--- config.mk ---
export PLATFORM = sky130hd
export DESIGN_NAME = umi_regif_pipe
export DESIGN_NICKNAME = d
export VERILOG_FILES = /design/src/rtl/umi_regif_pipe_pkg.sv /design/src/rtl/umi_regif_rspfifo.sv /design/src/rtl/umi_regif_pipe.sv
export SDC_FILE = /design/constraint.sdc
export NUM_CORES = 1
export LEC_CHECK = 0
export ABC_AREA = 1
export ABC_CLOCK_PERIOD_IN_PS = 18400
export CAP_MARGIN = 20
export CORE_MARGIN = 2
export CORE_UTILIZATION = 50
export DETAILED_ROUTE_END_ITERATION = 10
export GPL_TIMING_DRIVEN = 0
export PLACE_DENSITY = 0.88
export SLEW_MARGIN = 0
export SYNTH_ARGS = -nofsm -noshare
export SYNTH_HDL_FRONTEND = slang
export SYNTH_HIERARCHICAL = 1
export SYNTH_SLANG_ARGS = --single-unit
--- constraint.sdc ---
create_clock -name clk -period 18.4 [get_ports clk]
set_input_delay 2.76 -clock clk [delete_from_list [all_inputs] [get_ports clk]]
set_output_delay 2.76 -clock clk [all_outputs]
set_load 0.01 [all_outputs]
--- src/rtl/umi_regif_pipe_pkg.sv ---
`default_nettype none
// ---------------------------------------------------------------------------
// Module  : umi_regif_pipe_pkg
// Purpose : UMI command codes, error encoding and helpers for the regif pipe
// Revision: 1.0
// ---------------------------------------------------------------------------
package umi_regif_pipe_pkg;

    localparam logic [4:0] c_umi_req_read   = 5'h01;
    localparam logic [4:0] c_umi_req_write  = 5'h03;
    localparam logic [4:0] c_umi_req_posted = 5'h05;
    localparam logic [4:0] c_umi_resp_read  = 5'h02;
    localparam logic [4:0] c_umi_resp_write = 5'h04;

    localparam logic [1:0] c_umi_err_ok  = 2'b00;
    localparam logic [1:0] c_umi_err_dev = 2'b10;

    localparam int c_umi_cw      = 32;
    localparam int c_umi_eom_bit = 22;
    localparam int c_umi_err_lsb = 25;

    typedef enum logic [1:0] {
        CLS_READ   = 2'd0,
        CLS_WRITE  = 2'd1,
        CLS_POSTED = 2'd2,
        CLS_ERROR  = 2'd3
    } req_class_e;

    function automatic logic umi_size_legal(input logic [2:0] size, input logic [2:0] max_size);
        return size <= max_size;
    endfunction

    // Response command word: len=0, eom=1, everything else zero.
    function automatic logic [c_umi_cw-1:0] umi_resp_cmd(input logic [4:0] opc,
                                                         input logic [2:0] size,
                                                         input logic [1:0] err);
        logic [c_umi_cw-1:0] cmd;
        cmd                        = '0;
        cmd[4:0]                   = opc;
        cmd[7:5]                   = size;
        cmd[c_umi_eom_bit]         = 1'b1;
        cmd[c_umi_err_lsb +: 2]    = err;
        return cmd;
    endfunction

endpackage
`default_nettype wire

--- src/rtl/umi_regif_rspfifo.sv ---
`default_nettype none
// ---------------------------------------------------------------------------
// Module  : umi_regif_rspfifo
// Purpose : Single-clock response FIFO with full/empty and synchronous reset
// Revision: 1.0
// ---------------------------------------------------------------------------
module umi_regif_rspfifo #(
    parameter int WIDTH = 256,
    parameter int DEPTH = 4
) (
    input  logic             clk,
    input  logic             rst,
    input  logic             i_push,
    input  logic [WIDTH-1:0] i_data,
    input  logic             i_pop,
    output logic [WIDTH-1:0] o_data,
    output logic             o_full,
    output logic             o_empty
);

    localparam int c_aw = $clog2(DEPTH);

    logic [WIDTH-1:0] r_mem [DEPTH];
    logic [c_aw:0]    r_wptr;
    logic [c_aw:0]    r_rptr;
    logic             w_do_push;
    logic             w_do_pop;

    assign w_do_push = i_push & ~o_full;
    assign w_do_pop  = i_pop & ~o_empty;

    always_ff @(posedge clk) begin
        if (rst) begin
            r_wptr <= '0;
            r_rptr <= '0;
        end else begin
            if (w_do_push) r_wptr <= r_wptr + (c_aw+1)'(1);
            if (w_do_pop)  r_rptr <= r_rptr + (c_aw+1)'(1);
        end
    end

    always_ff @(posedge clk) begin
        if (w_do_push) r_mem[r_wptr[c_aw-1:0]] <= i_data;
    end

    // Extra pointer MSB distinguishes full from empty when the indices match.
    assign o_empty = (r_wptr == r_rptr);
    assign o_full  = (r_wptr[c_aw] != r_rptr[c_aw]) &&
                     (r_wptr[c_aw-1:0] == r_rptr[c_aw-1:0]);
    assign o_data  = r_mem[r_rptr[c_aw-1:0]];

endmodule
`default_nettype wire

--- src/rtl/umi_regif_pipe.sv ---
`default_nettype none
// ---------------------------------------------------------------------------
// Module  : umi_regif_pipe
// Purpose : Pipelined UMI device register interface with buffered responses
// Revision: 1.0
// ---------------------------------------------------------------------------
module umi_regif_pipe
    import umi_regif_pipe_pkg::*;
#(
    parameter int AW    = 64,
    parameter int DW    = 64,
    parameter int UW    = 256,
    parameter int RL    = 1,
    parameter int DEPTH = 4
) (
    input  logic          clk,
    input  logic          reset,
    input  logic          udev_req_valid,
    input  logic [UW-1:0] udev_req_packet,
    output logic          udev_req_ready,
    output logic          udev_resp_valid,
    output logic [UW-1:0] udev_resp_packet,
    input  logic          udev_resp_ready,
    output logic [AW-1:0] reg_addr,
    output logic          reg_write,
    output logic          reg_read,
    output logic [7:0]    reg_cmd,
    output logic [2:0]    reg_size,
    output logic [DW-1:0] reg_wrdata,
    input  logic [DW-1:0] reg_rddata
);

    localparam int c_cw    = $clog2(DEPTH) + 1;
    localparam int c_dlsb  = 2*AW + c_umi_cw;
    localparam int c_fw    = UW - c_dlsb;
    localparam logic [2:0] c_szmax = 3'($clog2(DW/8));

    typedef struct packed {
        logic          vld;
        logic          rd;
        logic [1:0]    err;
        logic [4:0]    opc;
        logic [2:0]    size;
        logic [AW-1:0] dst;
    } meta_t;

    logic [4:0]    w_opcode;
    logic [2:0]    w_size;
    logic [7:0]    w_len;
    logic [AW-1:0] w_srcaddr;
    logic          w_ready;
    logic          w_accept;
    logic          w_need_resp;
    logic          w_pop;
    logic          w_fifo_full;
    logic          w_fifo_empty;
    logic          w_unused_bits;
    req_class_e    w_class;
    meta_t         w_meta;
    meta_t         w_meta_out;
    logic [c_fw-1:0] w_rep;
    logic [UW-1:0] w_resp_pkt;
    logic [c_cw-1:0] r_cnt;

    assign w_opcode   = udev_req_packet[4:0];
    assign w_size     = udev_req_packet[7:5];
    assign w_len      = udev_req_packet[15:8];
    assign w_srcaddr  = udev_req_packet[2*AW+c_umi_cw-1 : AW+c_umi_cw];
    assign reg_addr   = udev_req_packet[AW+c_umi_cw-1 : c_umi_cw];
    assign reg_cmd    = udev_req_packet[7:0];
    assign reg_size   = w_size;
    assign reg_wrdata = udev_req_packet[c_dlsb +: DW];
    assign w_unused_bits = ^{udev_req_packet, w_fifo_full};

    assign w_ready        = (r_cnt < c_cw'(DEPTH)) & ~reset;
    assign udev_req_ready = w_ready;
    assign w_accept       = udev_req_valid & w_ready;

    always_comb begin
        w_class = CLS_ERROR;
        if (w_len == 8'd0 && umi_size_legal(w_size, c_szmax)) begin
            case (w_opcode)
                c_umi_req_read:   w_class = CLS_READ;
                c_umi_req_write:  w_class = CLS_WRITE;
                c_umi_req_posted: w_class = CLS_POSTED;
                default:          w_class = CLS_ERROR;
            endcase
        end
    end

    // Anything carrying the posted opcode never gets a response, legal or not.
    assign w_need_resp = w_accept & (w_opcode != c_umi_req_posted);
    assign reg_read    = w_accept & (w_class == CLS_READ);
    assign reg_write   = w_accept & ((w_class == CLS_WRITE) | (w_class == CLS_POSTED));

    always_comb begin
        w_meta      = '0;
        w_meta.vld  = w_need_resp;
        w_meta.rd   = (w_class == CLS_READ);
        w_meta.err  = (w_class == CLS_ERROR) ? c_umi_err_dev : c_umi_err_ok;
        w_meta.opc  = (w_opcode == c_umi_req_read) ? c_umi_resp_read : c_umi_resp_write;
        w_meta.size = w_size;
        w_meta.dst  = w_srcaddr;
    end

    generate
        if (RL == 0) begin : g_rl0
            assign w_meta_out = w_meta;
        end else begin : g_pipe
            meta_t r_pipe [RL];
            always_ff @(posedge clk) begin
                if (reset) begin
                    for (int i = 0; i < RL; i++) r_pipe[i] <= '0;
                end else begin
                    r_pipe[0] <= w_meta;
                    for (int i = 1; i < RL; i++) r_pipe[i] <= r_pipe[i-1];
                end
            end
            assign w_meta_out = r_pipe[RL-1];
        end
    endgenerate

    always_comb begin
        w_rep = '0;
        for (int i = 0; i < c_fw; i++) w_rep[i] = reg_rddata[i % DW];
    end

    assign w_resp_pkt = {(w_meta_out.rd ? w_rep : {c_fw{1'b0}}),
                         {AW{1'b0}},
                         w_meta_out.dst,
                         umi_resp_cmd(w_meta_out.opc, w_meta_out.size, w_meta_out.err)};

    assign udev_resp_valid = ~w_fifo_empty;
    assign w_pop           = udev_resp_valid & udev_resp_ready;

    always_ff @(posedge clk) begin
        if (reset)                          r_cnt <= '0;
        else if (w_need_resp && !w_pop)     r_cnt <= r_cnt + c_cw'(1);
        else if (!w_need_resp && w_pop)     r_cnt <= r_cnt - c_cw'(1);
    end

    umi_regif_rspfifo #(
        .WIDTH (UW),
        .DEPTH (DEPTH)
    ) u_rspfifo (
        .clk     (clk),
        .rst     (reset),
        .i_push  (w_meta_out.vld),
        .i_data  (w_resp_pkt),
        .i_pop   (w_pop),
        .o_data  (udev_resp_packet),
        .o_full  (w_fifo_full),
        .o_empty (w_fifo_empty)
    );

endmodule
`default_nettype wire

---- After elaboration in Yosys (flattened, before gate mapping) ----
Memory sizes are Yosys's and may differ from the RTL's. A register that Yosys moved wholly into a read port is not among the register bits.
Cells that the tools add are included.
Widths: inputs -> output; s select.
operators by class
  $add $sub $neg .......................... 4
  multipliers ............................. 0
  div/mod/pow operators ................... 0
  order comparisons ....................... 2
  equal/unequal tests ..................... 10
  shift operators ......................... 0
  mux-type cells .......................... 16
  bitwise gates (word level) .............. 12
  reductions and logical operators ........ 10
operators by type and width
  cell                 count
  $mux 96              1
  $mux 74              1
  $reduce_or 74->1     1
  $add 3x1->3 const B  3
  $mux 3               3
  $and 1x1->1          8
  $logic_not 8->1      1
  $mux 2               4
  $mux 1               6
  $pmux 2 s3           1
  $eq 5x1->1 const B   1
  $eq 5x2->1 const B   1
  $eq 5x3->1 const B   1
  $ne 5x3->1 const B   1
  $eq 2x2->1 const B   2
  $logic_and 1x1->1    4
  $eq 3x3->1           1
  $le 3x2->1 const B   1
  $lt 3x3->1 const B   1
  $not 1->1            3
  $sub 3x1->3 const B  1
  $eq 2x1->1 const B   1
  $eq 2x2->1           1
  $logic_not 1->1      2
  4 further kinds      4
storage, ports and cells
  register bits ........................... 9
  latch bits .............................. 0
  memory bits (writable) .................. 754
  memory bits (read-only) ................. 0
  output and inout port bits .............. 399
  word-level logic and storage cells ...... 59
  memories ................................ 2
memories
  name             depth  bits a word  read ports  clocked after Yosys merged registers in  write ports  line                     RTL
  u_rspfifo.r_mem  4      170          1           1                                        1            umi_regif_rspfifo.sv:23  logic [WIDTH-1:0] r_mem [DEPTH];
  g_pipe.r_pipe    1      74           1           0                                        1            umi_regif_pipe.sv:110    meta_t r_pipe [RL];

---- Logic depth before layout (Yosys ltp) ----
  depth in word-level cells ............... 8
  mapped depth ............................ 16
  depth with buffers taken out ............ 16

---- By module ----
Netlist, hierarchy kept.
modules (own cells, without submodules)
  module             times used  cells each  area each (um2)
  umi_regif_rspfifo  1           2551        38848.5
  umi_regif_pipe     1           548         3916.3

---- Worst setup path before layout ----
Ideal clock, no wire load.
  path type ............................... register -> register
  start ................................... register u_rspfifo.r_wptr[0]
  end ..................................... memory u_rspfifo/r_mem[0][0] (netlist name), enable pin
  setup time .............................. 0.878 ns
  data arrival time ....................... 11.514 ns
  required time ........................... 17.522 ns
  path slack .............................. 6.008 ns
  cell stages (with the launch flop) ...... 7
  cell sequence ........................... dfxtp_1 inv_1 nand2_1 nand2_1 nand3_1 nand2_1 nor2_1
on the way
  longest elaborated chain between the ends .. 6
ends and longest elaborated chain
  item                          line                     RTL
  from (decl)                   umi_regif_rspfifo.sv:24  logic [c_aw:0] r_wptr;
  from (signal assigned)        umi_regif_rspfifo.sv:37  if (w_do_push) r_wptr <= r_wptr + (c_aw+1)'(1);
  $eq 2x2->1                    umi_regif_rspfifo.sv:49  (r_wptr[c_aw-1:0] == r_rptr[c_aw-1:0]);
  $logic_and 1x1->1             umi_regif_rspfifo.sv:48  assign o_full = (r_wptr[c_aw] != r_rptr[c_aw]) &&
  $not 1->1                     umi_regif_rspfifo.sv:29  assign w_do_push = i_push & ~o_full;
  $and 1x1->1                   umi_regif_rspfifo.sv:29
  $mux 1                        umi_regif_rspfifo.sv:43  if (w_do_push) r_mem[r_wptr[c_aw-1:0]] <= i_data;
  $mux 1 (implied by the code)  umi_regif_rspfifo.sv:43
  to (decl)                     umi_regif_rspfifo.sv:23
Parallel ways exist; a longest one is shown, timed or not.

---- Worst setup path in the final report ----
  start ................................... input udev_req_packet[0]
  end ..................................... output reg_write
on the way
  longest elaborated chain between the ends .. 6
  elaborated cells between the ends (all ways) .. 9
  classes of those cells .................. 5 x eq/ne; 2 x mux; 2 x bitwise
ends and longest elaborated chain
  item                                             line                  RTL
  from (decl)                                      umi_regif_pipe.sv:19  input logic [UW-1:0] udev_req_packet,
  $eq 5x3->1, or another cell as far along         umi_regif_pipe.sv:82  case (w_opcode)
  $pmux 2 s3 (*)                                   umi_regif_pipe.sv:82
  $mux 2 (*)                                       umi_regif_pipe.sv:81  if (w_len == 8'd0 && umi_size_legal(w_size, c_szmax)) begin
  $eq 2x1->1 / $eq 2x2->1 (equally long branches)  umi_regif_pipe.sv:94  assign reg_write = w_accept & ((w_class == CLS_WRITE) | (w_class == CLS_POSTED));
  $or 1x1->1 (*)                                   umi_regif_pipe.sv:94
  $and 1x1->1 (*)                                  umi_regif_pipe.sv:94
  to (decl)                                        umi_regif_pipe.sv:25  output logic reg_write,
Every way passes the cells marked *; elsewhere a longest branch is shown, timed or not.

==> results by group <==
Power and ir drop
  • Leakage: 21.24 nW
  • Max VDD drop: 0.00009382 V
  • Int Pwr: 0.004557 W
  • Comb pwr share: 0.177
  • Sequential share of power: 0.467
  • Clock Power Share: 0.356
  • Switching Fraction: 0.2551
  • Power density cells: 110.7 nW/um^2
  • Net switching power: 0.001560 W

Finish
  • Area Overhead vs Synth: 29.24%
  • # fillers: 5751
  • Area taken by multi-input logic gates: 9002 sq um
  • Final nets: 4475
  • Share of cells above drive strength 1: 0.1285
  • Register Area: 32410 sq um

Place
  • Gpl congestion: 0.8222
  • PortBufs: 546
  • Detailed placement HPWL: 76090 um

Worst hold path
  • Hold path startpoint: g_pipe.r_pipe[0][23]$_SDFF_PP0_
  • Hold Crit Class: flip-flop to flip-flop
  • Hold Path Cell Cnt: 0
  • Worst hold endpoint: u_rspfifo/r_mem[3][55]$_DFFE_PP_

Timing
  • Slew Limit Fails: 0
  • Setup_tns: 0 ns
  • Max Clk Rate: 133.0 MHz
  • Slew HR: 0.4559
  • Fin Clk Skew: 0.01691 ns
  • Final Hold Viols: 0
  • RSZ-0062 raised after global routing: no
  • Slew @ Worst Pin: 0.8142 ns
  • Final setup vio count: 0
  • Tmin final: 7.521 ns
  • Final Cycle Share: 0.4088
  • Hold_ws: 0.4680 ns

Drt
  • Routed len/inst: 21.41 um
  • DR iter-0 viols: 2811
  • Residual DRC count: 0
  • Via density: 5.264
  • Final ANT Viol Nets: 0
  • Via count: 28.37k
  • Pre-antenna DRT Iters: 5
  • DRT Wirelength: 115400 um

Setup path
  • RR Startpoint: u_rspfifo/r_wptr[0]$_SDFFE_PP0P_
  • Critical path capture point type: primary output
  • Crit. path cell count: 11
  • Critical Path AT: 4.76 ns
  • Delay-heaviest family, CP: buffers and inverters
  • WP buf/inv: 5
  • Crit start category: input port
  • Critical-path cell list: clkdlybuf4s50_1 -> inv_1 -> nor2_4 -> nand2_2 -> nor2_2 -> nand2_1 -> inv_2 -> ha_1 -> inv_1 -> nor2_1 -> clkdlybuf4s50_1
  • R2R depth: 12
  • Max Fanout on Critical Path: 3
  • Slowest stage cell on the critical path: clkdlybuf4s50_1
  • WP data required: 15.64 ns
  • Reg-to-reg slack, setup: 14.95 ns
  • RR Endpoint: u_rspfifo/r_mem[1][148]$_DFFE_PP_
  • Setup CP Type: input port to primary output
  • Slowest stage delay, CP: 0.57 ns

Clock tree
  • Clock-pin slew on the worst setup and hold paths: 0.06 ns
  • Inserted Clock Buffers: 106
  • Clock buffer depth: 3
  • Root buffer cell: clkbuf_16
  • Post-CTS Setup Inserts: 0
  • Post_cts resized: 0
  • Clock Latency Late Sink: 0.68 ns
  • H-tree depth reported by CTS: 3
  • CTS Sinks: 1107
  • CTS tree: done
  • Hold_buf cts: 0

Global route
  • First-pass GRT wire length: 167100 um
  • Overflow after GRT: 0
  • GRT Total Usage: 0.2557
  • Vias in the first global route: 28.57k
  • Largest net degree at the start of global routing: 100
  • Number of antenna violations at the first check in global routing: 12

Floorplan
  • Vert. Die Dim: 296.4 um
  • Chip Width: 296.4 um
  • Die ar.: 87880 sq um
  • # IOs: 723
  • Core ar.: 85010 sq um
  • Initial core utilization: 0.5030
  • Std-Cell Rows: 107

Run status
  • Status: finished, final reports clean

Flow run
  • MaxCap Viol Count: 0

Synthesis
  • Synthesized area: 42760 sq um
  • Yosys warning count: 6
  • Post-Syn Instances: 3098
  • Mean Syn Cell Area: 13.80 sq um
==> registers in the layout (all words and copies together) (netlist names), named ones only <==
register,flops
u_rspfifo/r_rptr,3
u_rspfifo/r_wptr,3
g_pipe.r_pipe,72
u_rspfifo/r_mem,1024
r_cnt,3
==> power groups by stage <==
stage | combinational (W) | clock, W | sequential, W
final | 0.00108 | 0.00218 | 0.00286
after global routing | 0.00115 | 0.00230 | 0.00286
after CTS | 0.00108 | 0.00220 | 0.00286
after detailed placement | 0.00107 | 0 | 0.00291
after global placement | 0.00103 | 0 | 0.00297
after floorplan | 0.000491 | 0 | 0.00294
==> how the worst max path moves through the flow <==
stage                                                start  slack, ns                           endpoint
after detailed placement                udev_req_packet[0]      10.90                          reg_write
after global routing                    udev_req_packet[0]      10.74                          reg_write
after floorplan           u_rspfifo/r_wptr[0]$_SDFFE_PP0P_       6.03    u_rspfifo/r_mem[0][0]$_DFFE_PP_
after global placement    u_rspfifo/r_wptr[0]$_SDFFE_PP0P_      -1.92  u_rspfifo/r_mem[0][147]$_DFFE_PP_
final                                   udev_req_packet[0]      10.88                          reg_write
after CTS                               udev_req_packet[0]      10.88                          reg_write
==> metal layers <==
| layer | vias up | track usage | wire, um |
|---|---|---|---|
| li1 | 12810 | - | - |
| met1 | 13830 | 0.3017 | 41230 |
| met2 | 1464 | 0.4398 | 58360 |
| met3 | 263 | 0.06052 | 10810 |
| met4 | 4 | 0.1263 | 4963 |
| met5 | - | 0 | 23 |
==> metrics by stage <==
step	instances	utilization	worst slack, ns	cell area, sq um	total power, W
after detailed placement	5178	0.6086	10.90	51740	0.003980
final	5389	0.6501	10.88	55270	0.006117
after global placement	5146	0.5999	-1.922	51000	0.004000
after global routing	5387	0.6500	10.74	55260	0.006317
after floorplan	3456	-	6.030	44100	0.003432
after CTS	5379	0.6498	10.88	55240	0.006139
==> layout make-up <==
class,count,area share
antenna,10,0.0004528
buffer,323,0.03799
clock buffer,137,0.05234
clock inverter,64,0.01100
inverter,163,0.01125
multi-input combinational,1863,0.1629
sequential,1107,0.5865
tap,1144,0.02590
timing repair buffer,578,0.1117
==> cell usage in the layout (no fill, tap or decap), types with 2 or more instances in the layout <==
| cell | n |
|---|---|
| edfxtp_1 | 1024 |
| nor2_1 | 601 |
| clkdlybuf4s50_1 | 546 |
| o21ai_0 | 505 |
| conb_1 | 360 |
| o22ai_1 | 166 |
| buf_4 | 163 |
| inv_1 | 159 |
| clkbuf_16 | 109 |
| clkbuf_1 | 100 |
| nand2_1 | 95 |
| o22ai_2 | 90 |
| dfxtp_1 | 83 |
| buf_2 | 55 |
| clkinv_2 | 29 |
| buf_6 | 26 |
| buf_12 | 23 |
| clkinv_1 | 14 |
| diode_2 | 10 |
| nand3_1 | 10 |
| bufinv_16 | 10 |
| buf_16 | 9 |
| a21oi_1 | 8 |
| ha_1 | 8 |
| o21ai_1 | 8 |
| clkbuf_8 | 6 |
| inv_6 | 5 |
| nor2_4 | 4 |
| nor2_2 | 2 |
| inv_2 | 2 |
| clkinvlp_4 | 2 |
| inv_4 | 2 |
Power figures use the tool's default switching activity.
